`config.mk`:
```
export PLATFORM = sky130hd
export DESIGN_NAME = tc0480scp_gfx_arbiter
export DESIGN_NICKNAME = d
export VERILOG_FILES = /design/src/rtl/tc0480scp_pkg.sv /design/src/rtl/tc0480scp_rr_pick.sv /design/src/rtl/tc0480scp_gfx_arbiter.sv
export SDC_FILE = /design/constraint.sdc
export NUM_CORES = 1
export LEC_CHECK = 0
export CAP_MARGIN = 20
export CORE_MARGIN = 2
export CORE_UTILIZATION = 39
export DETAILED_ROUTE_END_ITERATION = 10
export GPL_TIMING_DRIVEN = 0
export PLACE_DENSITY_LB_ADDON = 0.1
export RECOVER_POWER = 100
export SLEW_MARGIN = 20
export SYNTH_ARGS = -nofsm -noshare
export SYNTH_HDL_FRONTEND = slang
export SYNTH_SLANG_ARGS = --single-unit
```
`constraint.sdc`:
```
create_clock -name clk -period 2.6 [get_ports clk]
set_clock_uncertainty 0.15 [all_clocks]
set_input_delay 0.52 -clock clk [delete_from_list [all_inputs] [get_ports clk]]
set_output_delay 0.52 -clock clk [all_outputs]
set_load 0.03 [all_outputs]
```
`src/rtl/tc0480scp_pkg.sv`:
```
// Shared types and ROM geometry for the TC0480SCP graphics datapath.
package tc0480scp_pkg;

    localparam int unsigned ROM_ADDR_W = 23;
    localparam int unsigned ROM_DATA_W = 64;

    typedef enum logic [1:0] {
        IDLE,
        WAIT_ACK,
        DELIVER
    } gfx_arb_state_t;

endpackage

```
`src/rtl/tc0480scp_rr_pick.sv`:
```
// Round-robin picker: first set bit of pending, scanning upward from ptr with wrap.
module tc0480scp_rr_pick #(
    parameter int unsigned N = 4,
    localparam int unsigned IW = $clog2(N)
) (
    input  logic [N-1:0]  pending,
    input  logic [IW-1:0] ptr,
    output logic          valid_c,
    output logic [IW-1:0] index_c
);

    logic [IW-1:0] cand;

    // Scan ptr, ptr+1, ... ; N is a power of two so the IW-bit add wraps for free.
    always_comb begin
        valid_c = 1'b0;
        index_c = ptr;
        cand    = ptr;
        for (int unsigned k = 0; k < N; k++) begin
            cand = ptr + IW'(k);
            if (!valid_c && pending[cand]) begin
                valid_c = 1'b1;
                index_c = cand;
            end
        end
    end

endmodule

```
`src/rtl/tc0480scp_gfx_arbiter.sv`:
```
// Round-robin share of the tile ROM port between layer fetchers, toggle handshakes on both sides.
module tc0480scp_gfx_arbiter
    import tc0480scp_pkg::*;
#(
    parameter int unsigned NUM_REQ = 4,
    parameter int unsigned ADDR_W  = ROM_ADDR_W,
    parameter int unsigned DATA_W  = ROM_DATA_W,
    localparam int unsigned IDX_W  = $clog2(NUM_REQ)
) (
    input  logic                      clk,
    input  logic                      reset,
    input  logic [NUM_REQ-1:0]        req_toggle,
    input  logic [NUM_REQ*ADDR_W-1:0] req_addr,
    input  logic [NUM_REQ-1:0]        req_blank,
    output logic [NUM_REQ-1:0]        ack_toggle,
    output logic                      load,
    output logic [IDX_W-1:0]          load_index,
    output logic [DATA_W-1:0]         load_data,
    output logic [NUM_REQ-1:0]        overrun,
    output logic [ADDR_W-1:0]         rom_address,
    output logic                      rom_req,
    input  logic                      rom_ack,
    input  logic [DATA_W-1:0]         rom_data
);

    gfx_arb_state_t      state_q, state_d;
    logic [IDX_W-1:0]    sel_q, sel_d;
    logic [IDX_W-1:0]    rr_ptr_q, rr_ptr_d;
    logic [NUM_REQ-1:0]  ack_q, ack_d;
    logic [NUM_REQ-1:0]  prev_req_q, prev_req_d;
    logic [NUM_REQ-1:0]  overrun_q, overrun_d;
    logic                load_q, load_d;
    logic [IDX_W-1:0]    load_index_q, load_index_d;
    logic [DATA_W-1:0]   load_data_q, load_data_d;
    logic [ADDR_W-1:0]   rom_address_q, rom_address_d;
    logic                rom_req_q, rom_req_d;

    logic [NUM_REQ-1:0]  pending;
    logic [NUM_REQ-1:0]  was_pending;
    logic [NUM_REQ-1:0]  deliver_mask;
    logic                pick_valid;
    logic [IDX_W-1:0]    pick_index;
    logic [ADDR_W-1:0]   addr_arr [NUM_REQ];

    // Split the flat address bus per requester.
    always_comb begin
        for (int unsigned i = 0; i < NUM_REQ; i++) begin
            addr_arr[i] = req_addr[i*ADDR_W +: ADDR_W];
        end
    end

    assign pending     = req_toggle ^ ack_q;
    assign was_pending = prev_req_q ^ ack_q;

    tc0480scp_rr_pick #(.N(NUM_REQ)) u_pick (
        .pending (pending),
        .ptr     (rr_ptr_q),
        .valid_c (pick_valid),
        .index_c (pick_index)
    );

    // Grant / ROM wait / deliver sequencing plus sticky overrun tracking.
    always_comb begin
        state_d       = state_q;
        sel_d         = sel_q;
        rr_ptr_d      = rr_ptr_q;
        ack_d         = ack_q;
        prev_req_d    = req_toggle;
        load_d        = 1'b0;
        load_index_d  = load_index_q;
        load_data_d   = load_data_q;
        rom_address_d = rom_address_q;
        rom_req_d     = rom_req_q;
        deliver_mask  = '0;

        case (state_q)
            IDLE: begin
                if (pick_valid) begin
                    sel_d = pick_index;
                    if (req_blank[pick_index]) begin
                        load_data_d = '0;
                        state_d     = DELIVER;
                    end else begin
                        rom_address_d = addr_arr[pick_index];
                        rom_req_d     = ~rom_req_q;
                        state_d       = WAIT_ACK;
                    end
                end
            end
            WAIT_ACK: begin
                if (rom_ack == rom_req_q) begin
                    load_data_d = rom_data;
                    state_d     = DELIVER;
                end
            end
            DELIVER: begin
                load_d              = 1'b1;
                load_index_d        = sel_q;
                ack_d[sel_q]        = ~ack_q[sel_q];
                deliver_mask[sel_q] = 1'b1;
                rr_ptr_d            = sel_q + IDX_W'(1);
                state_d             = IDLE;
            end
            default: state_d = IDLE;
        endcase

        // A toggle coinciding with its own delivery is a fresh request, not an overrun.
        overrun_d = overrun_q | ((req_toggle ^ prev_req_q) & was_pending & ~deliver_mask);
    end

    // State register; reset aligns rom_req to rom_ack so no phantom transfer exists.
    always_ff @(posedge clk) begin
        if (reset) begin
            state_q       <= IDLE;
            sel_q         <= '0;
            rr_ptr_q      <= '0;
            ack_q         <= '0;
            prev_req_q    <= req_toggle;
            overrun_q     <= '0;
            load_q        <= 1'b0;
            load_index_q  <= '0;
            load_data_q   <= '0;
            rom_address_q <= '0;
            rom_req_q     <= rom_ack;
        end else begin
            state_q       <= state_d;
            sel_q         <= sel_d;
            rr_ptr_q      <= rr_ptr_d;
            ack_q         <= ack_d;
            prev_req_q    <= prev_req_d;
            overrun_q     <= overrun_d;
            load_q        <= load_d;
            load_index_q  <= load_index_d;
            load_data_q   <= load_data_d;
            rom_address_q <= rom_address_d;
            rom_req_q     <= rom_req_d;
        end
    end

    assign ack_toggle  = ack_q;
    assign load        = load_q;
    assign load_index  = load_index_q;
    assign load_data   = load_data_q;
    assign overrun     = overrun_q;
    assign rom_address = rom_address_q;
    assign rom_req     = rom_req_q;

endmodule

```
After elaboration in Yosys (flattened, before gate mapping):

Cells that the tools add are included.
Widths: inputs -> output; s select.

* reduce and logical (&&, ||, !) cells: 16
* mux-type cells: 39
* bitwise gates (word level): 11
* $lt $le $gt $ge: 8
* eq/ne operators: 7
* add/subtract/negate cells: 4

Operators with widths (number)
* $mux 64: 3
* $pmux 64 s2: 1
* $bmux 23 s2: 1
* $mux 23: 2
* $lt 2x3->1 const B: 6
* $mux 1: 16
* $bmux 1 s2: 6
* $mux 2: 6
* $xor 4x4->4: 3
* $and 4x4->4: 2
* $ne 2x2->1 const B: 4
* $reduce_and 3->1: 2
* $reduce_bool 2->1: 3
* $add 2x1->2 const B: 2
* $add 2x2->2 const B: 2
* $bwmux 4: 1
* $logic_and 1x1->1: 4
* $mux 4: 1
* $not 4->4: 1
* $or 4x4->4: 1
* $pmux 2 s2: 1
* $reduce_and 2->1: 2
* $reduce_and 4->1: 1
* $ge 3x3->1 const B: 1
* other kinds (9): 13

* bits in registers: 109
* output and inout bits: 99
* logic and storage cells: 96

Logic depth before layout (Yosys ltp):

Gate-level depths: netlist of run 1.

* word-level depth: 19
* depth in mapped cells: 9

Modules after synthesis:

A second synthesis of run 1 with hierarchy kept.

* cell total of the unflattened synthesis: 525
* area, all modules: 5059.9 um2

Modules (own cells, without submodules)
* tc0480scp_gfx_arbiter: area an instance 4963.5 um2, instances 1, cells an instance 509, seq. area each 2192.1 um2
* tc0480scp_rr_pick: area an instance 96.3 um2, instances 1, cells an instance 16, seq. area each 0.0 um2

Least setup slack after synthesis of run 1:

Ideal clock, no wire load.

* kind: register to register
* start: reg ack_q[2], in the netlist ack_toggle[2]
* end: reg rom_address_q[10], in the netlist rom_address[10]
* period minus slack after synthesis: 2.473 ns
* arrival: 2.251 ns
* setup time: 0.072 ns
* required time: 2.378 ns
* stages on the path, launching flop included: 10
* path slack: 0.127 ns
* path through: dfxtp_1 -> xor2_2 -> o311ai_0 -> o21ai_2 -> buf_6 -> buf_6 -> buf_8 -> mux2i_1 -> a211o_1 -> mux2i_1

* cells in the longest elaborated chain, start to end: 17
* elaborated cells between the ends (all ways): 30

RTL lines
* start: declaration: line tc0480scp_gfx_arbiter.sv:29 `logic [NUM_REQ-1:0] ack_q, ack_d;`
* start signal: assignment: line tc0480scp_gfx_arbiter.sv:129 `ack_q <= ack_d;`
* $xor 4x4->4 *: line tc0480scp_gfx_arbiter.sv:52 `assign pending = req_toggle ^ ack_q;`
* $bmux 1 s2: line tc0480scp_rr_pick.sv:21 `if (!valid_c && pending[cand]) begin`
* $mux 1 (not written as such): line tc0480scp_rr_pick.sv:21
* $mux 1: line tc0480scp_rr_pick.sv:21
* $logic_not 1->1: line tc0480scp_rr_pick.sv:21
* $logic_and 1x1->1: line tc0480scp_rr_pick.sv:21
* $mux 1: line tc0480scp_rr_pick.sv:21
* $logic_not 1->1: line tc0480scp_rr_pick.sv:21
* $logic_and 1x1->1: line tc0480scp_rr_pick.sv:21
* $mux 1: line tc0480scp_rr_pick.sv:21
* $logic_not 1->1: line tc0480scp_rr_pick.sv:21
* $logic_and 1x1->1: line tc0480scp_rr_pick.sv:21
* $mux 2: line tc0480scp_rr_pick.sv:21
* $bmux 1 s2 / $not 2->3 (equally long branches): line tc0480scp_gfx_arbiter.sv:80, tc0480scp_gfx_arbiter.sv:84
* $mux 1 (not written as such) / $bmux 23 s2 (equally long branches): line tc0480scp_gfx_arbiter.sv:80, tc0480scp_gfx_arbiter.sv:84
* $not 1->1 (no source line) / $mux 23 (equally long branches)
* $reduce_and 3->1 (no source line) / $mux 23 (equally long branches)
* end signal: assignment: line tc0480scp_gfx_arbiter.sv:135 `rom_address_q <= rom_address_d;`
* end: declaration: line tc0480scp_gfx_arbiter.sv:35 `logic [ADDR_W-1:0] rom_address_q, rom_address_d;`

Every way passes the cells marked *; elsewhere a longest branch is shown, timed or not. The select of a mux whose other input is x is not followed.
A chain may end at the register's enable or synchronous reset.

Worst setup path after layout of run 1:

* start: reg ack_q[0], in the netlist ack_toggle[0]
* end: reg rom_address_q[14], in the netlist rom_address[14]

Same word-level chain as after synthesis.

==> results of run 1 <==
-- power by group --
| part | internal (W) | switching, W | total, W | leakage [nW] |
|---|---|---|---|---|
| Combinational | 0.00201 | 0.00305 | 0.00506 | 2.43 |
| Clock | 0.000802 | 0.000610 | 0.00141 | 0.150 |
| Sequential | 0.00201 | 0.000243 | 0.00225 | 0.892 |
-- how the worst min path moves through the flow --
stage	end	from	slack, ns	depth (start not counted)
after floorplan	load_index[1]	sel_q[1]	0.34	2
after global placement	load_index[0]	load_index[0]	0.30	2
after detailed placement	load_index[0]	load_index[0]	0.31	2
after CTS	load_index[0]	load_index[0]	0.32	2
after global routing	prev_req_q[3]	req_toggle[3]	0.26	1
final	prev_req_q[3]	req_toggle[3]	0.26	1
-- logic make-up after synthesis --
| group | synth area share, % |
|---|---|
| AOI/OAI and AO/OA | 34.1 |
| xor gates and xnor gates | 1.47 |
| adders and majority gates | 0.852 |
| buffers and inverters | 5.80 |
| DFF | 37.3 |
| muxes | 12.6 |
| and+or+nand+nor | 7.78 |
-- state kept, by name, indices dropped and copies added, names as in the netlist --
register	cells
load_data	64
rom_address	23
ack_toggle	4
overrun	4
prev_req_q	4
load_index	2
rr_ptr_q	2
sel_q	2
state_q	2
load	1
rom_req	1
-- stage by stage --
step	power [W]	worst slack, ns	hold WS [ns]
after global routing	0.00923	-0.00900	0.260
after detailed placement	0.00723	-0.810	0.307
final	0.00873	0.0719	0.256
after floorplan	0.00562	0.127	0.344
after global placement	0.00713	-0.709	0.302
after CTS	0.00878	0.00421	0.316
-- critical path, cell delays in order (launching register included) --
cell      delay (ns)
dfxtp_4         0.39
xor2_4          0.20
buf_4           0.16
a211oi_2        0.29
o22ai_2         0.17
a21boi_1        0.21
nor3b_2         0.08
buf_4           0.15
o21ai_4         0.21
buf_6           0.21
mux2i_1         0.22
-- synth_stat cells, types with 2 or more instances --
library cell	count	area [um^2]
dfxtp_1	108	2160
a21oi_1	82	410
o21ai_0	72	360
a311oi_2	49	736
mux2i_1	46	460
clkbuf_1	44	165
nor2_1	41	154
nand2b_1	25	156
a211o_1	23	201
mux2_2	23	259
nand2_1	22	82.6
a311oi_1	21	184
buf_6	10	113
xnor2_1	5	43.8
ha_1	4	50.1
inv_1	4	15.0
a211oi_1	3	22.5
and3_1	3	18.8
nand3_1	3	15.0
xor2_1	3	26.3
buf_1	2	7.51
buf_2	2	10.0
buf_8	2	30.0
nor3_1	2	10.0
o211ai_2	2	25.0
o21ai_2	2	17.5
-- area by class of cell --
| cell class | count | area share, % |
|---|---|---|
| Tap cell | 184 | 2.49 |
| Multi-Input combinational cell | 441 | 37.6 |
| Clock buffer | 13 | 2.82 |
| Buffer | 60 | 3.67 |
| Clock inverter | 3 | 0.474 |
| Inverter | 4 | 0.163 |
| Timing Repair Buffer | 271 | 29.0 |
| Sequential cell | 109 | 23.8 |
-- routing by layer --
| metal | global-route usage, % | share of wire [%] |
|---|---|---|
| met5 | 0 | 0 |
| met4 | 7.24 | 2.0 |
| met3 | 4.81 | 6.6 |
| met2 | 43.3 | 49 |
| met1 | 31.1 | 43 |
-- placed cells by master (no fill, tap or decap), types with 7 or more instances in the layout --
cell type        netlist  final
a211o_1               23     23
a21oi_1               82     82
a311oi_1              21     21
a311oi_2              49     49
buf_4                  0      7
buf_6                 10     10
clkbuf_1              44     38
clkbuf_16              0      9
clkbuf_2               0     13
clkdlybuf4s50_1        0    166
dfxtp_1              108    104
dlygate4sd3_1          0     94
mux2_2                23     23
mux2i_1               46     46
nand2_1               22     21
nand2b_1              25     25
nor2_1                41     39
o21ai_0               72     72
-- repair_timing --
item / CTS / global route
pin swaps: 8 / 7
setup buffers: 4 / 3
gates resized for setup: 27 / 28
endpoints found under the setup margin: 90 / 88
hold buffers: 0 / 0
==> run summary, run 1 <==
The initial standard-cell utilization of the core came out at 40.1%. The via count of the first global-routing pass came out at 6080. The share of cells above drive strength 1 is 16.4%. The via total after detailed routing came out at approximately 6000. The worst-case clock buffer depth came out at 2. The height of the chip is approximately 130 um. The fill cell instance count of the final layout is 1196. Data on the critical path is required at its endpoint by 2.72 ns. The count of mapped cells out of synthesis came out at around 610. Routability-driven placement finished with a final weighted congestion of approximately 0.83. Entering global routing, the biggest net connects 17 pins. The synthesized area is 0.00587 mm^2. The worst setup path endpoint is rom_address[14].

The cell leakage power came out at 3.47 nW. The number of buffers created by CTS is 9. The flop and latch count out of synthesis is 109. The sequential cells in the finished layout cover a total of 0.00220 mm^2.

The worst register-to-register path ends at rom_address[14]. The source-to-sink clock delay at the later pin of the worst-skew pair is about 0.35 ns. The area of the die came out at 0.0161 mm^2. The measured slew at the worst slew-check pin came out at roughly 0.75 ns. The multi-input gate area in the final layout is roughly 0.0035 mm^2. The worst setup path is of the register to register kind. The number of warnings reported in the yosys synthesis log came out at 0. The total I/O pin count came out at ~270. After detailed placement, the design holds a cell count of around 1100.

The final design utilization came out at 63.1%. The initial detailed-routing violation count is between 400 and 500. The repair_antennas step left the layout with diodes totalling 0. The number of enable flip-flop cells after synthesis is 1. The share of async-settable or async-resettable flops after synthesis is 0%.

After global routing the overflow that remains totals 0. The final clock period utilization by the worst path came out at around 97%. The total iterations of the first detailed-routing run is 5. The total number of H-tree levels is 3. The width of the die is approximately 130 um. The worst max-slew margin expressed relative to the limit is 49.7%. For the finished layout, the period the worst path requires is ~2.5 ns.

Input and output buffers added on the ports amount to 264. The CTS sink count came out at 109. The startpoint identified for the worst register-to-register timing path is ack_toggle[0]. The post-DP HPWL is 15.4 mm.

The worst min-delay path class is input port to register. The synthesized area divided by synthesized cell count is around 9.6 um^2. The number of unique standard cell types used by synthesis came out at 37. The number of nets in the layout came out at 1067. The category of the worst setup path capture point is a register. The net count of the mapped netlist is 785. The post-detailed-route via-to-cell ratio came out at between 5 and 6. IR analysis of the VDD net gives a maximum drop of 0.451 mV.

The site row count came out at 44. The achievable frequency came out at 396 MHz. The number of antenna violations at the first check in global routing came out at 0. The remaining antenna violation count after routing is 0.

The post-detailed-placement cell area came out at 0.00874 mm^2. STA puts the critical path data arrival time at 2.64 ns. The nature of the critical path startpoint is a register. The count of non-filler cells in the finished layout came out at 1085.

Clock-pin slew was measured on the worst setup and hold paths at around 0.070 ns. The cell chosen for the clock root is clkbuf_16. The sequential area share after synthesis is 37.3%.

Tracing the worst setup path back leads to its startpoint at ack_toggle[0]. The tool flagged a number of max-cap violations equal to 0. The run finished with clean final reports. The total routed wirelength came out at 20.5 mm. The overall track demand over capacity in global routing came out at 24.8%. The worst register-to-register path has a depth of 10. The number of hold violations in the final report is 0. The remaining design rule violation count came out at 0. The final max-slew violation count came out at 0. The highest fanout seen on the critical path is 10. The setup total negative slack is 0 ns.

The power density over the cells came out at 944 mW/mm^2. Setup violations remaining at the end of the flow were counted as 0. The core area came out at 0.0146 mm^2.

For this run, the leading register cell type out of synthesis is dfxtp_1. The clock tree from TritonCTS is built. Relative to the synthesized area, the layout overhead comes to 57.3%. The mean routed wirelength per cell is between 15 and 20 um. The final design instance area without fill is slightly above 0.009 mm^2.

The setup slack on the worst flop-to-flop path is 0.07 ns. The global-route wire length before repair is 32.4 mm.
(Power assumes the default switching activity.)
==> run 2, diff against run 1 <==
--- a/config.mk
+++ b/config.mk
@@ -9,9 +9,9 @@
 export CORE_MARGIN = 2
 export CORE_UTILIZATION = 39
 export DETAILED_ROUTE_END_ITERATION = 10
-export GPL_TIMING_DRIVEN = 0
 export PLACE_DENSITY_LB_ADDON = 0.1
 export RECOVER_POWER = 100
+export SKIP_CTS_REPAIR_TIMING = 1
 export SLEW_MARGIN = 20
 export SYNTH_ARGS = -nofsm -noshare
 export SYNTH_HDL_FRONTEND = slang
==> constraint.sdc (replaced) <==
create_clock -name clk -period 2.4 [get_ports clk]
set_clock_uncertainty 0.15 [all_clocks]
set_input_delay 0.48 -clock clk [delete_from_list [all_inputs] [get_ports clk]]
set_output_delay 0.48 -clock clk [all_outputs]
set_load 0.03 [all_outputs]
==> run 2 against run 1 <==
Effect of this change: the flow now finishes with violations (setup timing); via count shrank 0.88%; worst setup slack lost 0.18 ns; register-to-register slack lost 0.16 ns; cell area grew 4.2%; final cell count shrank 0.83%; critical path depth grew 1; non-clock buffer count shrank 9; sequential power grew 8%; first-iteration DRC count shrank 11%; flip-flop and latch count is the same; sequential share of layout area shrank 0.97 points; die area is the same; critical endpoint is now rom_address[15]; largest cell class unchanged.
==> run summary, run 2 (synthesized netlist as in run 1, its figures left out) <==
The final reports fail on setup timing. The width of the die came out at 127 um. TritonCTS built the clock tree. The final max-slew violation count came out at 0. Traced cell by cell, the critical path runs through dlymetal6s2s_1, xor2_4, o211ai_2, buf_4, o211ai_4, nand3_1, nor3b_4, buf_4, o21ai_4, clkbuf_16, mux2i_1.

The critical path data arrival time came out at 2.62 ns. The critical-path cell with the highest stage delay is xor2_4. The setup slack on the worst flop-to-flop path came out at -0.09 ns. The first routing iteration left 375 violations. The detail route stage leaves a number of antenna-violating nets equal to 0. The global route total overflow came out at 0. The global-route wire length before repair came out at 29.8 mm.

In the final design database the tool counted 1058 nets. The highest fanout seen on the critical path is 6. The clock reaches the later pin of the worst-skew pair after 0.35 ns. The library cell used most frequently in the layout, excluding fill and tap cells, is clkdlybuf4s50_1. In this run the critical register-to-register path is launched from ack_toggle[2]. The final clock period utilization by the worst path came out at 105%.

The cell leakage power is 3.68 nW. The nature of the critical path startpoint is an input port. The worst max-slew margin expressed relative to the limit came out at between 50% and 60%. The via count of the first global-routing pass is 5816. The worst setup margin is -0.109 ns. The floorplan has 44 rows.

The power density over the cells came out at 1040 mW/mm^2. The path depth of the worst reg2reg path is 10. The worst register-to-register path ends at rom_address[15].

The CTS sink count is 109. The die covers about 0.016 mm^2. The tree is rooted in a clkbuf_16. For this run, design rule violations remaining after detail routing come to 0. The total of endpoints with negative setup slack in the final report came out at 87. The largest net degree at the start of global routing came out at 67.

The most numerous cell type found on the critical path is buf_4. The path length in cells of the critical path came out at 11. The maximum cell stage delay along the critical path is 0.31 ns.

The worst min-delay path class is register to register. The number of hold violations in the final report came out at 0. The pre-CTS setup slack is -0.785 ns.

The post-DP HPWL is 13.2 mm. The core area came out at ~0.015 mm^2. The total I/O pin count is about 270. The worst-case clock buffer depth came out at 2.

Once layout is done, the placed cells without fillers occupy between 0.009 and 0.01 mm^2. The category of cells accounting for the largest share of critical-path delay is buffers and inverters. The total iterations of the first detailed-routing run came out at 4. Setup repair after global routing could not meet its margin everywhere. The required time at the worst-slack endpoint is 2.51 ns. The mean routed wirelength per cell is 18.2 um. The post-detailed-placement cell area came out at 0.00894 mm^2. The number of antenna violations at the first check in global routing came out at 0. Across every metal layer, demand over resource in global routing totals 22.4%. The antenna cell count came out at 0. The category of the worst setup path capture point is a register. The critical path starts at req_toggle[0]. The total number of H-tree levels came out at 3. For the pin with the worst max-slew slack, the measured transition is 0.692 ns. Using the TritonRoute via totals, the vias-per-cell ratio works out to 5.55. The number of buffers and inverters on the critical path is 4. In the layout the commonest cells are 166 x clkdlybuf4s50_1, 104 x dfxtp_1, 94 x dlygate4sd3_1. From synthesis to final layout, the design area changed by 64.0%. The total routed wirelength came out at 19.6 mm. The routed design could run at a clock period as short as 2.51 ns.

The type of the worst setup path is input port to register. The achievable frequency is 399 MHz. The count of buffers inserted at the top-level ports came out at 265. The share of cells above drive strength 1 is about a fifth. The number of buffers created by CTS is 9. The fill cell instance count of the final layout is about 1200.

The flow ran to the end, but the final reports show violations. The initial standard-cell utilization of the core came out at 40.1%. The height of the chip came out at about 130 um. The reported max-cap violation count came out at 0. VDD sags by at most between 0.5 and 0.6 mV. The register with the most flip-flops in the layout has 64 of them. The multi-input combinational cells in the finished layout cover a total of 0.00357 mm^2. The area taken by flip-flops and latches came out at 0.00220 mm^2.

The critical path ends at rom_address[15]. The clock edge transition at the registers on the reported setup and hold paths is approximately 0.07 ns. The placer's final routability congestion estimate came out at slightly below 0.9. The via total after detailed routing came out at 5968.
[run 2: cell types whose count changed in the layout (fill, tap and decap cells not counted), moves of 3 or more]
cell            previous run  this run
clkbuf_1                  38         2
dlymetal6s2s_1             0         4
a311oi_1                  21        18
buf_12                     0        12
clkbuf_16                  9        13
buf_4                      7        38
a311oi_2                  49        52
clkbuf_2                  13         1
buf_6                     10         1
[run 2: final cells by class]
type / instances / area share [%]
flip-flops and latches: 109 / 22.9
well taps: 184 / 2.39
clock inverters: 5 / 0.624
clock buffers: 11 / 2.52
repair buffers: 322 / 34.4
multi-input cells: 441 / 37.0
inverters: 4 / 0.156
[run 2: through the flow]
stage / std cells / total power [W] / hold WS, ns / utilization, % / setup TNS (ns)
finish: 1076 / 0.0100 / 0.319 / 65.8 / -3.59
global route: 1076 / 0.0106 / 0.327 / 65.8 / -13.17
CTS: 1067 / 0.00947 / 0.330 / 63.1 / -33.88
detailed placement: 1051 / 0.00792 / 0.311 / 61.1 / -66.04
global placement: 1051 / 0.00782 / 0.303 / 61.1 / -66.12
floorplan: 614 / 0.00609 / 0.344 / - / 0
[run 2: routing by layer]
layer / track usage, % / vias up / routed length (um)
met5: 0 / - / 0
met4: 5.95 / 0 / 300
met3: 6.12 / 21 / 1570
met2: 38.3 / 230 / 9450
met1: 28.1 / 2852 / 8240
li1: - / 2865 / -
[run 2: worst min-delay path by stage]
stage / startpoint / end / slack (ns) / cells after the start
after CTS: overrun[2] / overrun[2] / 0.33 / 2
after detailed placement: overrun[2] / overrun[2] / 0.31 / 2
after floorplan: sel_q[1] / load_index[1] / 0.34 / 2
final: overrun[2] / overrun[2] / 0.32 / 2
after global routing: req_toggle[1] / prev_req_q[1] / 0.33 / 1
after global placement: overrun[2] / overrun[2] / 0.30 / 2
[run 2: worst register-to-register path: stages (launching register included)]
cell and delay, ns:
dfxtp_4 0.37, buf_4 0.17, xnor2_4 0.18, nand3_2 0.13, a211oi_2 0.24, a311oi_1 0.06, and3_2 0.25, buf_4 0.15
o21ai_4 0.29, clkbuf_16 0.23, mux2i_1 0.21
[run 2: power breakdown]
group | total, W | internal [W] | leakage, nW | switching [W]
Sequential | 0.00244 | 0.00218 | 0.892 | 0.000262
Combinational | 0.00606 | 0.00265 | 2.64 | 0.00341
Clock | 0.00152 | 0.000841 | 0.146 | 0.000683
Total | 0.0100 | 0.00567 | 3.68 | 0.00436
==> run 3, diff against run 2 <==
--- a/config.mk
+++ b/config.mk
@@ -8,6 +8,7 @@
 export CAP_MARGIN = 20
 export CORE_MARGIN = 2
 export CORE_UTILIZATION = 39
+export CTS_CLUSTER_DIAMETER = 150
 export DETAILED_ROUTE_END_ITERATION = 10
 export PLACE_DENSITY_LB_ADDON = 0.1
 export RECOVER_POWER = 100
==> results of run 3 <==
Same layout as run 2: the final DEF is identical, and so are final timing and power.
